$ cat config.mk
export PLATFORM = sky130hd
export DESIGN_NAME = fetch_pc_unit
export DESIGN_NICKNAME = d
export VERILOG_FILES = /design/src/rtl/fetch_pc_unit.sv
export SDC_FILE = /design/constraint.sdc
export NUM_CORES = 1
export LEC_CHECK = 0
export BUFFER_PORTS_ARGS = -buffer_cell sky130_fd_sc_hd__buf_2
export CAP_MARGIN = 0
export CORE_UTILIZATION = 62
export CTS_CLUSTER_DIAMETER = 50
export DETAILED_ROUTE_END_ITERATION = 12
export PLACE_DENSITY = 0.89
export SYNTH_ARGS = -nofsm -noshare
export SYNTH_HDL_FRONTEND = slang
export SYNTH_SLANG_ARGS = --single-unit
$ cat constraint.sdc
create_clock -name CLK -period 3.8 [get_ports CLK]
set_clock_uncertainty 0.15 [all_clocks]
set_input_delay 0.19 -clock CLK [delete_from_list [all_inputs] [get_ports CLK]]
set_output_delay 0.19 -clock CLK [all_outputs]
set_load 0.01 [all_outputs]
$ cat src/rtl/fetch_pc_unit.sv
// Instruction-fetch program counter: sequential/branch/jump sequencing, call/return
// through a circular return-address stack, single-cycle stall and sticky halt.
module fetch_pc_unit #(
    parameter int          PC_W       = 8,
    parameter int          OFF_W      = 5,
    parameter int          RAS_DEPTH  = 4,
    parameter int unsigned START_ADDR = 0,
    localparam int         CNT_W      = $clog2(RAS_DEPTH + 1)
) (
    input  logic             CLK,
    input  logic             Reset_n,
    input  logic             Init,
    input  logic             Halt,
    input  logic             Stall,
    input  logic             Branch,
    input  logic [OFF_W-1:0] Target,
    input  logic             Jump,
    input  logic             Call,
    input  logic [PC_W-1:0]  JumpAddr,
    input  logic             Ret,
    output logic [PC_W-1:0]  PC,
    output logic             Halted,
    output logic [CNT_W-1:0] RasCount,
    output logic             RasOvf,
    output logic             RasUnf
);

    localparam int PTR_W = $clog2(RAS_DEPTH);

    typedef enum logic {
        S_RUN,
        S_HALTED
    } state_e;

    state_e           state_q, state_d;
    logic [PC_W-1:0]  pc_q, pc_d;
    logic [CNT_W-1:0] cnt_q, cnt_d;
    logic [PTR_W-1:0] ptr_q, ptr_d;
    logic             ovf_q, ovf_d;
    logic             unf_q, unf_d;

    logic [PC_W-1:0]  ras_mem_q [RAS_DEPTH];
    logic             ras_we;
    logic [PC_W-1:0]  ras_wdata;

    logic [PC_W-1:0]  pc_inc;
    logic [PC_W-1:0]  pc_br;
    logic [PC_W-1:0]  off_ext;
    logic [PTR_W-1:0] ptr_inc;
    logic [PTR_W-1:0] ptr_dec;
    logic             ras_full;
    logic             ras_empty;

    // ptr_q is the next free slot; when full it also points at the oldest entry,
    // so a push in that state overwrites exactly the entry we want to drop.
    always_comb begin
        pc_inc    = pc_q + PC_W'(1);
        off_ext   = PC_W'($signed(Target));
        pc_br     = pc_q + off_ext;
        ptr_inc   = (ptr_q == PTR_W'(RAS_DEPTH - 1)) ? '0 : ptr_q + PTR_W'(1);
        ptr_dec   = (ptr_q == '0) ? PTR_W'(RAS_DEPTH - 1) : ptr_q - PTR_W'(1);
        ras_full  = (cnt_q == CNT_W'(RAS_DEPTH));
        ras_empty = (cnt_q == '0);
    end

    always_comb begin
        // NOTE: every variable gets a default before the priority chain, so no
        // path leaves one unassigned and no latch is inferred.
        state_d   = state_q;
        pc_d      = pc_q;
        cnt_d     = cnt_q;
        ptr_d     = ptr_q;
        ovf_d     = ovf_q;
        unf_d     = unf_q;
        ras_we    = 1'b0;
        ras_wdata = pc_inc;

        if (Init) begin
            state_d = S_RUN;
            pc_d    = PC_W'(START_ADDR);
            cnt_d   = '0;
            ptr_d   = '0;
            ovf_d   = 1'b0;
            unf_d   = 1'b0;
        end else if (state_q == S_HALTED) begin
            state_d = S_HALTED;
        end else if (Halt) begin
            state_d = S_HALTED;
        end else if (Stall) begin
            pc_d = pc_q;
        end else if (Ret) begin
            if (!ras_empty) begin
                pc_d  = ras_mem_q[ptr_dec];
                ptr_d = ptr_dec;
                cnt_d = cnt_q - CNT_W'(1);
            end else begin
                pc_d  = pc_inc;
                unf_d = 1'b1;
            end
        end else if (Call) begin
            ras_we = 1'b1;
            ptr_d  = ptr_inc;
            pc_d   = JumpAddr;
            if (ras_full) begin
                ovf_d = 1'b1;
            end else begin
                cnt_d = cnt_q + CNT_W'(1);
            end
        end else if (Jump) begin
            pc_d = JumpAddr;
        end else if (Branch) begin
            pc_d = pc_br;
        end else begin
            pc_d = pc_inc;
        end
    end

    // NOTE: sequential state uses non-blocking assignments so every flop samples
    // the pre-edge values regardless of statement order.
    always_ff @(posedge CLK or negedge Reset_n) begin
        if (!Reset_n) begin
            state_q <= S_RUN;
            pc_q    <= PC_W'(START_ADDR);
            cnt_q   <= '0;
            ptr_q   <= '0;
            ovf_q   <= 1'b0;
            unf_q   <= 1'b0;
        end else begin
            state_q <= state_d;
            pc_q    <= pc_d;
            cnt_q   <= cnt_d;
            ptr_q   <= ptr_d;
            ovf_q   <= ovf_d;
            unf_q   <= unf_d;
        end
    end

    // NOTE: the stack storage has no reset; cnt_q alone decides which entries
    // are valid, so stale contents are never observed.
    always_ff @(posedge CLK) begin
        if (ras_we) begin
            ras_mem_q[ptr_q] <= ras_wdata;
        end
    end

    assign PC       = pc_q;
    assign Halted   = (state_q == S_HALTED);
    assign RasCount = cnt_q;
    assign RasOvf   = ovf_q;
    assign RasUnf   = unf_q;

endmodule
==> results.cfg <==
[logic_synthesis]
synth-edff-count = 32
synthFlopType = edfxtp_1
synth.avg_cell_area_sq_um = 11.83
synth_top_area_share_pct = 34.42
ys_seq_area_share_pct = 48.77
synth_top_cell_by_area = edfxtp_1
synth_seq_cells = 48
async_flop_share_pct = 33.33
synthTopCellsByArea = edfxtp_1 (34%), dfrtp_1 (14%), mux4_1 (6.6%)
syn_area_sq_um = 2791
syn-num-nets = 272
yosysWarnings = 0
netlist-cell-type-count = 58
syn-instance-count = 236

[finish]
finalNonFillerCells = 324
diodes = 0
n_fill_cell = 319
area_delta_synth_final_pct = 10.13
layout_commonest_cell = buf_2
utilization_pct = 70.60
final_nets = 307
fin_area_sq_um = 3074
layout-drive-gt1-share_pct = 19.49
mostFrequentLayoutCells = buf_2 (35), edfxtp_1 (32), nor2_1 (23)

[pwr]
power_density_nw_per_um2 = 526.2
leakagePower_nw = 1.268
clkPwrFrac_pct = 18.6
vdd.ir_drop.worst_mv = 0.3769
p_sw_mw = 0.5758
seqPwrFrac_pct = 43.9
intPower_mw = 1.042
swShare_pct = 35.59
power.share.combinational_pct = 37.5

[drt]
vias = 2113
drt-vias-per-instance = 6.522
post_drt_wl_per_cell_microns = 18.10
drtIter0Drc = 191
finalWirelength_microns = 5865
first_pass_iters = 5
antenna_left = 0
drc_errors = 0

[die]
pin_count = 36
die_area_sq_um = 4775
fp.dieH_microns = 69.10
coreArea_sq_um = 4354
die_w_microns = 69.10
num_rows = 24
initial_core_util_pct = 64.11

[worst_hold_path]
hold_depth = 3
hold_path.class = in2reg
hold_start = JumpAddr[6]
whs_endpoint = PC[6]

[timing]
drv_slew = 0
worst_pin_slew_ns = 0.8988
fin_tns_setup_ns = 0
slew_headroom_pct = 39.86
finalCritPeriodShare_pct = 72.53
hold_viol = 0
max_freq_mhz = 362.8
setup_viol = 0
rsz0062_at_grt = false
min_period_ns = 2.756

[clock_network]
clk_pin_slew_ns = 0.09
cts.sinks = 48
cts_buffers = 5
cts_tree = built
root_buffer = clkbuf_8
clkLatencyLatePin_ns = 0.30
clock_path_buffers = 2
htreeDepth = 2

[setup_path]
rr_endpoint = PC[5]
timing.rr.start = ptr_q[0]
crit_slowest_cell = ha_1
required_ns = 3.84
max_stage_delay_ns = 0.60
r2r_slack_ns = 1.04
cp-end-kind = register
cpLargestDelayFamily = compound AO/OA/AOI/OAI gates
reg2reg_depth = 6
worstPathBufferInverterCount = 1
cp_max_fo = 9
criticalPathCategory = reg2reg
cp.arrival_ns = 2.80
crit_path_start_kind = register
path_cells = inv_1 -> ha_1 -> mux4_2 -> a221o_1 -> a21o_1 -> o32a_1

[placement]
place_congestion = 0.9204
place.port_buffers = 35
placed_cell_area_sq_um = 2968
dp_hpwl_microns = 4308
dp.cells = 314

[global_routing]
use_met1_pct = 37.24
top_usage_layer = met2
globalRouteMet2Util_pct = 42.29
grt_pass1_vias = 1900
use_met3_pct = 5.263
gr-total-overflow = 0
grt_pass1_wl_microns = 9742
grt_max_degree = 17
antenna_found_initial = 0
gr-usage-all-layers_pct = 26.39

[run_status]
status = completed

[job]
cap_violations = 0
==> worst register-to-register path, stage by stage, from the launching register on <==
cell and delay (ns):
dfrtp_1 0.43, inv_1 0.10, ha_1 0.60, mux4_2 0.58, a221o_1 0.30, a21o_1 0.15, o32a_1 0.33
==> cell type report <==
type / instances / area (sq um) / area share (%)
Clock buffer: 5 / 68.82 / 2.239
Clock inverter: 3 / 17.52 / 0.5698
Inverter: 7 / 26.28 / 0.8547
Multi-Input combinational cell: 172 / 1340 / 43.59
Sequential cell: 48 / 1361 / 44.28
Tap cell: 52 / 65.06 / 2.116
Timing Repair Buffer: 37 / 195.2 / 6.349
==> routing by layer <==
metal  up-vias  routed length [microns]
li1        981                        -
met1      1035                     2561
met2        87                     2894
met3        10                      343
met4         0                       67
met5         -                        0
==> cells in the mapped netlist (all sizes together) (2+ instances only) <==
master	count
a211oi	6
a21boi	3
a21o	3
a21oi	11
a221o	3
a221oi	4
a31oi	2
and2	4
and3	3
buf	3
clkbuf	6
dfrtp	16
edfxtp	32
fa	2
ha	12
inv	7
mux2i	4
mux4	8
nand2	13
nand2b	5
nand3	10
nor2	23
nor2b	3
nor3	5
o211ai	3
o21ai	7
o22a	2
o22ai	2
or2	4
or3	2
xnor2	4
xor2	4
==> through the flow <==
stage	worst slack [ns]	hold slack [ns]	total power, mW
floorplan	1.408	-0.2556	1.173
global placement	1.136	-0.02233	1.299
detailed placement	1.062	-0.01472	1.323
CTS	1.046	0.05390	1.622
global route	0.9034	0.06512	1.714
finish	1.044	0.05887	1.618
==> how the worst max path moves through the flow <==
stage | end | from | depth (start not counted)
2_1_floorplan | PC[5] | ptr_q[0] | 7
3_3_place_gp | PC[5] | ptr_q[0] | 6
3_5_place_dp | PC[5] | ptr_q[0] | 6
4_1_cts | PC[5] | ptr_q[0] | 6
5_1_grt | PC[5] | ptr_q[0] | 6
6_report | PC[5] | ptr_q[0] | 6
==> flip-flops by register name, indices dropped and copies added, names as in the netlist <==
register / cells
Halted: 1
PC: 8
RasCount: 3
RasOvf: 1
RasUnf: 1
ptr_q: 2
ras_mem_q: 32
==> power by group through the flow <==
stage	combinational, mW	clock, mW	sequential (mW)
6_report	0.607	0.302	0.710
5_1_grt	0.666	0.328	0.720
4_1_cts	0.608	0.306	0.708
3_5_place_dp	0.604	0	0.719
3_3_place_gp	0.584	0	0.715
2_1_floorplan	0.456	0	0.717
==> repair_timing <==
item                                    in CTS  in global routing
hold buffers                                 2                  0
endpoints found under the setup margin       0                  0
setup buffers                                0                  0
resized for setup                            0                  0
endpoints found under the hold margin       17                  0
==> logic make-up (layout without fill, tap and decap cells) <==
group	Yosys count	after routing	synth area share [%]
adder cells (fa/ha/maj)	14	14	6.813
AO/OA/AOI/OAI	58	58	15.06
flip-flops	48	48	48.77
multiplexers	12	12	8.830
XOR/XNOR	8	8	2.510
AND/OR/NAND/NOR	80	80	14.79
buffers and inverters	16	52	3.227
Note: power is estimated with default switching activity, not from simulation.
